[config.mk]
export PLATFORM = sky130hd
export DESIGN_NAME = upscale_pixel_feeder
export DESIGN_NICKNAME = d
export VERILOG_FILES = /design/src/rtl/upscale_pixel_feeder.sv
export SDC_FILE = /design/constraint.sdc
export NUM_CORES = 1
export LEC_CHECK = 0
export ABC_AREA = 1
export CORE_MARGIN = 3
export CORE_UTILIZATION = 36
export DETAILED_ROUTE_END_ITERATION = 7
export MAX_ROUTING_LAYER = met4
export PLACE_DENSITY_LB_ADDON = 0.05
export REMOVE_ABC_BUFFERS = 1
export SYNTH_ARGS = -nofsm -noshare
export SYNTH_HDL_FRONTEND = slang
export SYNTH_SLANG_ARGS = --single-unit
[constraint.sdc]
create_clock -name clk -period 3.1 [get_ports clk]
set_input_delay 0.62 -clock clk [delete_from_list [all_inputs] [get_ports clk]]
set_output_delay 0.62 -clock clk [all_outputs]
set_load 0.02 [all_outputs]
[src/rtl/upscale_pixel_feeder.sv]
// Pixel feeder for the upscaler: buffers upstream RGB888 pixels in a small FIFO and replays
// each one for three valid cycles. Optional FEEDER_STALL_CNT_EN adds a stall_count output.
module upscale_pixel_feeder #(
    parameter int IMG_W      = 384,
    parameter int IMG_H      = 216,
    parameter int FIFO_DEPTH = 8
) (
    input  logic                      clk,
    input  logic                      rst,
    input  logic [23:0]               s_pixel,
    input  logic                      s_valid,
    output logic                      s_ready,
    input  logic                      start,
    output logic [23:0]               pixel_out,
    output logic                      pixel_valid,
    output logic [1:0]                phase,
    output logic [$clog2(IMG_W)-1:0]  col,
    output logic [$clog2(IMG_H)-1:0]  row,
    output logic                      busy,
    output logic                      frame_done
`ifdef FEEDER_STALL_CNT_EN
    ,
    output logic [31:0]               stall_count
`endif
);
    localparam int AW = $clog2(FIFO_DEPTH);
    localparam int CW = $clog2(IMG_W);
    localparam int RW = $clog2(IMG_H);

    typedef enum logic [1:0] {IDLE, LOAD, SEND, DONE} state_t;
    state_t state;

    logic [23:0]   mem [FIFO_DEPTH];
    logic [AW-1:0] wr_ptr, rd_ptr;
    logic [AW:0]   count;
    logic          push, pop, last_px, fifo_ne;

    // Readiness comes from the registered count only, so a full FIFO refuses
    // a push even in a cycle where it is also popped.
    assign s_ready = !rst && (count < (AW+1)'(FIFO_DEPTH));
    assign push    = s_valid && s_ready;
    assign fifo_ne = (count != '0);
    assign last_px = (col == CW'(IMG_W-1)) && (row == RW'(IMG_H-1));

    always_comb begin
        pop = 1'b0;
        case (state)
            LOAD:    pop = fifo_ne;
            SEND:    pop = (phase == 2'd2) && !last_px && fifo_ne;
            default: pop = 1'b0;
        endcase
    end

    always_ff @(posedge clk) begin
        if (push) mem[wr_ptr] <= s_pixel;
    end

    always_ff @(posedge clk) begin
        if (rst) begin
            wr_ptr <= '0;
            rd_ptr <= '0;
            count  <= '0;
        end else begin
            if (push) wr_ptr <= wr_ptr + AW'(1);
            if (pop)  rd_ptr <= rd_ptr + AW'(1);
            case ({push, pop})
                2'b10:   count <= count + (AW+1)'(1);
                2'b01:   count <= count - (AW+1)'(1);
                default: count <= count;
            endcase
        end
    end

    always_ff @(posedge clk) begin
        if (rst) begin
            state       <= IDLE;
            pixel_out   <= '0;
            pixel_valid <= 1'b0;
            phase       <= '0;
            col         <= '0;
            row         <= '0;
            busy        <= 1'b0;
            frame_done  <= 1'b0;
        end else begin
            case (state)
                IDLE: begin
                    frame_done <= 1'b0;
                    if (start) begin
                        state <= LOAD;
                        busy  <= 1'b1;
                        col   <= '0;
                        row   <= '0;
                    end
                end
                LOAD: begin
                    if (fifo_ne) begin
                        pixel_out   <= mem[rd_ptr];
                        pixel_valid <= 1'b1;
                        phase       <= '0;
                        state       <= SEND;
                    end
                end
                SEND: begin
                    if (phase != 2'd2) begin
                        phase <= phase + 2'd1;
                    end else if (last_px) begin
                        pixel_valid <= 1'b0;
                        phase       <= '0;
                        frame_done  <= 1'b1;
                        state       <= DONE;
                    end else begin
                        // Advance to the next pixel; chain straight into its burst if data is waiting.
                        if (col == CW'(IMG_W-1)) begin
                            col <= '0;
                            row <= row + RW'(1);
                        end else begin
                            col <= col + CW'(1);
                        end
                        phase <= '0;
                        if (fifo_ne) begin
                            pixel_out <= mem[rd_ptr];
                        end else begin
                            pixel_valid <= 1'b0;
                            state       <= LOAD;
                        end
                    end
                end
                DONE: begin
                    frame_done <= 1'b0;
                    busy       <= 1'b0;
                    state      <= IDLE;
                end
                default: state <= IDLE;
            endcase
        end
    end

`ifdef FEEDER_STALL_CNT_EN
    always_ff @(posedge clk) begin
        if (rst)
            stall_count <= '0;
        else if (state == IDLE && start)
            stall_count <= '0;
        else if (state == LOAD && stall_count != '1)
            stall_count <= stall_count + 32'd1;
    end
`endif

endmodule

==> metrics <==
violation count after the first detailed-route iteration=between 400 and 500; final hold violation count=0; clock sinks=253; max-cap viol count=0; Nets=between 1000 and 1500; postcts setup bufs=0; Primary FF master, synth=edfxtp_1; initial antenna violation count=0; largest net degree at the start of global routing=97; setup slack, reg-to-reg=between 400 and 500 ps; port bufs=74; vias per inst=4.77; drt first pass iters=4; Clk Latency, worst-skew pair=550 ps; leak pwr=between 4 and 5 nW; total number of vias=a little over 7000; Setup crit start kind=flop; hpwl dp=about 16000 um; yosys warns=0; Site Rows=62; reg-to-reg critical path endpoint=count[2]; synth top area cells=edfxtp_1, dfxtp_1, nand2_1; area grow syn2layout=20.6%; share of cells above drive strength 1=under 10%; Max Transition Viols Final=0; WP data arrival=3090 ps; clock skew=8.71 ps; Syn Inst Count=1032; GPL Wtd Cong=0.806; Antenna diodes=0; WP data required=around 3500 ps; root buffer cell=clkbuf_16; Core Box Area=slightly below 30000 um^2; critical path endpoint category=flop; # setup viols final=0; Yosys cell types=32; share of synthesized registers carrying an async set or reset=0%; worst min path class=reg -> reg; pwr dens=741 nW/um^2; # placed instances=~1500; highest clock rate=377 MHz; GRT overflow=0; Worst-path clk slew=around 60 ps; synthesized area per cell=10.3 um^2; first-pass GRT wire length=roughly 39000 um; post-synthesis sequential element count=roughly 250; drt drc=0; crit share post-route=~85%; worst vdd ir=between 0.4 and 0.5 mV; CTS tree=built; outcome=completed; Final ANT Viol Nets=0; non-filler cells, final=roughly 1500; vias in the first global route=6897; aggregate global-route resource usage=approximately 16%; DIE AREA=approximately 32000 um^2; CTS resizes=0; area of the mapped netlist=approximately 11000 um^2; HP Start=pixel_valid; RSZ-0062 raised after global routing=no; Min-Delay Endpoint=pixel_valid; CTS H-Tree Depth=1; EDFF count, synth=192; drt total wl=25000 um; Pwr Total=9.52 mW; max_slew headroom=around a third; post-synthesis sequential area ratio=roughly 66%; Die H=approximately 180 um; Max Root-Sink Buffers=3; Hold-fix buffers, CTS=0; hold depth=2; path type of the worst setup path=reg -> reg; IO Pins=75; CP max FO=5; Starting Density=between 30% and 40%; Yosys top cell by area=edfxtp_1; Final min period=2650 ps; Worst-Margin Slew=just under 1000 ps; Avg WL per Cell=approximately 16 um; reg-to-reg critical path startpoint=col[0]; top cell type's share of synthesized area=between 50% and 60%; CTS Buf Count=29; R2R cell count=15; die width=roughly 180 um
==> final cells by class <==
cell class	count	area, um^2
fill	2793	16100
multi-input combinational	589	2920
clock inverter	12	124
tap	384	480
inverter	138	518
clock buffer	42	815
timing repair buffer	104	1000
sequential	253	6990
==> routing by layer <==
layer | share of wire (%) | vias up | GRT usage [%] | wire [um]
met2 | 44 | 124 | 24.3 | 10900
met3 | 4.3 | 36 | 2.19 | 1070
met5 | 0 | - | - | 0
met1 | 50 | 3435 | 24.1 | 12500
li1 | - | 3659 | - | -
met4 | 2.0 | 0 | 3.53 | 509
==> report_power, final <==
group          internal (mW)  switching, mW
Clock                   1.99           1.34
Sequential              3.87          0.169
Combinational          0.818           1.33
Total                   6.68           2.84
==> flip-flops by register name, indices dropped and copies added, names as in the netlist, 2 cells and up, named ones only <==
name,cells
pixel_out,24
wr_ptr,3
phase,2
row,8
state,2
rd_ptr,3
count,4
mem,192
col,9
==> through the flow <==
step                      cell area [um^2]  TNS [ps]  setup WS, ps  hold slack (ps)  util (%)
after floorplan                      10400    -20150          -846              457         -
after global placement               11900         0           423              459      41.2
after detailed placement             11900         0           418              467      41.2
after CTS                            12800         0           416              475      44.4
after global routing                 12800         0          87.6              497      44.4
final                                12800         0           450              473      44.4
==> layout by cell type (no fill, tap or decap), drive strengths merged <==
cell type / n
o211ai: 24
clkbuf: 42
buf: 30
o21ai: 106
dfxtp: 61
ha: 11
clkdlybuf4s50: 74
a21oi: 96
nor2: 103
xnor2: 2
nor3: 3
nor3b: 1
inv: 138
edfxtp: 192
or2: 1
clkinvlp: 2
a31oi: 2
xor2: 5
o21bai: 5
nand3: 41
clkinv: 8
nand4: 12
nand2: 173
nand3b: 1
a211oi: 3
bufinv: 2
==> Yosys cell counts (3+ instances only) <==
| cell | number |
|---|---|
| edfxtp_1 | 192 |
| nand2_1 | 170 |
| inv_1 | 134 |
| a21oi_1 | 96 |
| o21ai_0 | 91 |
| nor2_1 | 81 |
| dfxtp_1 | 61 |
| nand3_1 | 38 |
| clkbuf_1 | 25 |
| o211ai_1 | 24 |
| nor2_2 | 21 |
| buf_2 | 20 |
| o21ai_1 | 15 |
| nand4_1 | 12 |
| ha_1 | 11 |
| o21bai_1 | 5 |
| xor2_1 | 5 |
| a211oi_1 | 3 |
| buf_6 | 3 |
| inv_2 | 3 |
| nand2_2 | 3 |
| nand3_2 | 3 |
| nor3_1 | 3 |
==> critical path, cell delays in order (launching register included) <==
cell and delay [ps]:
dfxtp_1 400, ha_1 230, nand3_2 130, nor2_4 130
nand2_2 90, o21ai_0 220, nand2_1 120, nand2_1 140
inv_1 90, ha_1 220, xor2_1 180, ha_1 190
a21oi_1 140, xnor2_1 80, o21ai_0 130, inv_1 50
==> worst max path at each step <==
stage	start	end	slack, ps	cells past startpoint
2_1_floorplan	flop	pixel_out[0]	-850	6
3_3_place_gp	rst	count[2]	420	10
3_5_place_dp	rst	count[2]	420	10
4_1_cts	col[0]	count[2]	420	15
5_1_grt	col[0]	count[2]	90	15
6_report	col[0]	count[2]	450	15
==> kinds of logic (layout without fill, tap and decap cells) <==
kind of cell	count (synthesis)	after routing	synth area share, %
XOR/XNOR	7	7	0.576
adder cells (fa/ha/maj)	11	11	1.29
AND/OR/NAND/NOR	335	335	13.5
flip-flops	253	253	65.6
buffers and inverters	190	296	7.21
AO/OA/AOI/OAI	236	236	11.9
Note: power is estimated with default switching activity, not from simulation.
==> patch 1 (config.mk and constraints unchanged) <==
Build with the macro `FEEDER_STALL_CNT_EN` defined.
--- a/src/rtl/upscale_pixel_feeder.sv
+++ b/src/rtl/upscale_pixel_feeder.sv
@@ -2,2 +2,4 @@
 // each one for three valid cycles. Optional FEEDER_STALL_CNT_EN adds a stall_count output.
+`define FEEDER_STALL_CNT_EN
+
 module upscale_pixel_feeder #(
Check against the original RTL (old outputs only; new: stall_count): equivalent (Yosys induction, for registers that start in step).
==> patch 1 against the original RTL <==
Power increased by 8.8%; routed wire length rose by 22%; sequential cell count up 32; synthesized area increased by 20%; utilization about the same; largest cell class unchanged; first-iteration DRC count fell by 4.1%; combinational power rose by 2%; worst setup slack better by 0.073 ns; worst hold slack better by 0.0061 ns; final area rose by 20%; synthesized cell count is 33% higher; critical endpoint is now s_ready.
==> patch 1: results (changes against the original RTL) <==
metric,value,unit,change
global-route wire length before repair,49.3,mm,+25%
Leak,0.00552,uW,+17%
Pre-antenna DRT Iters,5,,+1
top post-synthesis cells by area,"edfxtp_1 (45%), dfxtp_1 (15%), nand2_1 (9.0%)",,
gpl congestion,0.826,,+2.5%
port bufs,106,,+43%
clk root buf,clkbuf_16,,
# diodes,0,,unchanged
drt via density,4.77,,about the same
Hold Path Stages,2,,unchanged
synth warn,0,,unchanged
Netlist cell types,38,,+19%
number of buffers created by CTS,35,,+21%
Worst Tran Pin Value,0.575,ns,-0.406 ns
commonest cells in the netlist,"nand2_1 (304), edfxtp_1 (192), inv_1 (157)",,
Hold Path End,pixel_out[8]$_SDFFE_PP0P_,,
Critical R2R Launch,row[0]$_SDFFE_PP0P_,,
CTS max path bufs,3,,unchanged
Total GRT Usage,16.5,%,+0.15 points
Area after DPL,14400,um2,+21%
drt wl/cell,15.6,um,-5.1%
Post-CTS Resized,0,,unchanged
Nets,1520,,+32%
Clock Latency Late Sink,0.51,ns,-0.04 ns
share of cells above drive strength 1,8.04,%,-1.8 points
Top Registers,"mem (192), stall_count (32), pixel_out (24)",,
worst-path maximum fanout,2,,-3
worst hold path class,reg -> reg,,
largest net degree at the start of global routing,97,,unchanged
Register-to-Register Path Depth,17,,+2
CP startpoint,rst,,
"Avg Cell Area, Syn",9.28,um2,-10%
Async SR Flop Fraction,0,%,unchanged
peak supply drop,370,uV,-19%
sequential-to-total area share from yosys stat,59.8,%,-5.7 points
Post-synth EDFFs,192,,unchanged
Post-DP HPWL,19.1,mm,+23%
drt total wl,30.5,mm,+22%
reg2reg setup slack,0.56,ns,+0.11 ns
H-tree depth,2,,+1
Placed Cells,1898,,+29%
status,finished clean,,
worst hold slack,0.479,ns,+0.00611 ns
First DRT Iteration DRCs,464,,-4.1%
WP data arrival,1.96,ns,-1.13 ns
hold wc startpoint,pixel_out[8]$_SDFFE_PP0P_,,
Clock Skew,0.0167,ns,+0.00801 ns
RR Endpoint,count[2]$_SDFFE_PP0P_,,
Net Sw Power,3110,uW,+9.3%
vias in the first global route,9194,,+33%
Post-CTS Setup Bufs,0,,unchanged
[patch 1: worst max-delay path by stage]
stage / depth (start not counted) / end / slack [ns]
final: 3 / s_ready / 0.52
after global routing: 18 / count[3]$_SDFFE_PP0P_ / 0.12
after CTS: 3 / s_ready / 0.49
after detailed placement: 13 / count[3]$_SDFFE_PP0P_ / 0.41
after global placement: 12 / count[3]$_SDFFE_PP0P_ / 0.47
after floorplan: 6 / pixel_out[0]$_SDFFE_PP0P_ / -0.85
[patch 1: final cells by class]
class | count | area, um2
fill | 3423 | 19300
tap | 455 | 569
inverter | 163 | 612
timing repair buffer | 129 | 1350
clock buffer | 52 | 980
sequential | 285 | 7630
multi-input combinational | 866 | 4220
clock inverter | 10 | 76.3
[patch 1: kinds of logic (layout without fill, tap and decap cells)]
kind of cell    Yosys count  after routing  synth area share (%)
simple gates            563            563                  18.7
compound gates          275            275                  11.9
fa+ha+maj                12             12                  1.18
xor+xnor                 16             16                  1.10
flops                   285            285                  59.8
buf+inv                 222            354                  7.26
[patch 1: through the flow]
step	utilization (%)	setup TNS [ns]	power, uW	setup slack [ns]
4_1_cts	44.5	0	10600	0.494
2_1_floorplan	-	-38.75	5850	-0.854
3_5_place_dp	41.4	0	6750	0.415
5_1_grt	44.5	0	11000	0.118
3_3_place_gp	41.4	0	6760	0.469
6_report	44.5	0	10400	0.523
[patch 1: routing by layer]
metal	wire length [um]	vias up	global-route usage [%]	share of wire (%)
met5	0	-	-	0
met4	665	0	4.47	2.2
met3	1130	53	2.36	3.7
met2	14600	162	27.7	48
met1	14100	4334	21.1	46
li1	-	4792	-	-
[patch 1: worst max-delay path, cell delays in order]
cell             delay [ns]
clkdlybuf4s50_1        0.50
nor2_1                 0.17
clkdlybuf4s50_1        0.66
[patch 1: power by group through the flow]
| stage | Combinational, uW | Clock, uW | Sequential [uW] |
|---|---|---|---|
| 3_3_place_gp | 2250 | 0 | 4510 |
| 4_1_cts | 2250 | 3880 | 4430 |
| 5_1_grt | 2480 | 4020 | 4460 |
| 3_5_place_dp | 2240 | 0 | 4510 |
| 2_1_floorplan | 1100 | 0 | 4750 |
| 6_report | 2190 | 3740 | 4430 |
==> patch 2 (config.mk and constraints unchanged) <==
Without the edit above. Encoding of `state_t`: now one-hot (4 bits for 4 states).
--- a/src/rtl/upscale_pixel_feeder.sv
+++ b/src/rtl/upscale_pixel_feeder.sv
@@ -29,3 +29,3 @@
 
-    typedef enum logic [1:0] {IDLE, LOAD, SEND, DONE} state_t;
+    typedef enum logic [3:0] {IDLE = 4'b0001, LOAD = 4'b0010, SEND = 4'b0100, DONE = 4'b1000} state_t;
     state_t state;
Behaviour: same outputs for any inputs over 4 cycles, from zero or initial values and one cycle with rst high; so few cycles prove little.
==> patch 2 against the original RTL <==
Routed wire length is 2.8% higher; worst setup slack better by 0.24 ns; sequential cell count rose by 2; first-iteration DRC count grew 18%; critical path type is now in -> out; final area decreased by 1.6%; largest cell class unchanged; sequential share of layout area increased by 1.2 points; via count about the same; synthesized area is 1.7% lower.
Power is not compared: it rests on default switching activity, and its combinational part moved more than twofold at a synthesized area within 25%.
==> patch 2: results (changes against the original RTL) <==
metric,value,unit,change
hold wc startpoint,frame_done$_SDFFE_PP0P_,,
Inverters,43,,-69%
commonest cells in the netlist,"nor2_1 (232), edfxtp_1 (192), nand2_1 (151)",,
layout clock buffer count,47,,+12%
Clock Skew,0.0158,ns,+0.00706 ns
WL met3,1.15,mm,+7.8%
gpl congestion,0.772,,-4.1%
Netlist cell types,34,,+6.3%
top-count cell post-synth,nor2_1,,
M3 GR Usage,2.34,%,+0.15 points
vias in the first global route,6953,,+0.81%
Placement Setup Slack,0.518,ns,+0.0994 ns
comb_multi_in,665,,+13%
First DRT Iteration DRCs,570,,+18%
Worst Tran Pin Value,1.17,ns,+0.185 ns
drt wl/cell,17.1,um,+4.5%
drt via density,4.84,,+1.6%
fin util,44.8,%,+0.36 points
global-route wire length before repair,40.6,mm,+2.8%
WP data arrival,1.79,ns,-1.30 ns
Seq Cell Count,255,,+0.79%
met1 usage in global routing,24.9,%,+0.72 points
sequential-to-total area share from yosys stat,67.1,%,+1.5 points
met2 usage,25.3,%,+1.0 points
Layout non-clock buf frac,7.70,%,-0.11 points
Signal buffers,100,,-3.8%
"Avg Cell Area, Syn",10.4,um2,+0.28%
design area,12600,um2,-1.6%
Metal-1 WL,12.6,mm,+0.70%
wire length on met2,11.4,mm,+4.3%
status,finished clean,,
routed via count,7250,,-0.055%
[patch 2: cell families after synthesis]
kind of cell / share of synthesized area (%)
simple gates: 17.2
flops: 67.1
compound gates: 10.2
buf+inv: 3.93
xor+xnor: 0.753
fa+ha+maj: 0.836
[patch 2: worst paths after layout]
path                        endpoint  slack [ns]  depth (start not counted)
min reg2reg  frame_done$_SDFFE_PP0P_        0.47                          1
max                          s_ready        0.69                          3
min          frame_done$_SDFFE_PP0P_        0.47                          1
max reg2reg    count[2]$_SDFFE_PP0P_        0.70                         13
[patch 2: power groups by stage]
| stage | clock network (uW) | registers (uW) | logic, uW |
|---|---|---|---|
| finish | 3380 | 3840 | 1010 |
| global placement | 0 | 3900 | 1030 |
| global route | 3610 | 3850 | 1140 |
| detailed placement | 0 | 3910 | 1020 |
| CTS | 3460 | 3840 | 1030 |
| floorplan | 0 | 4000 | 503 |
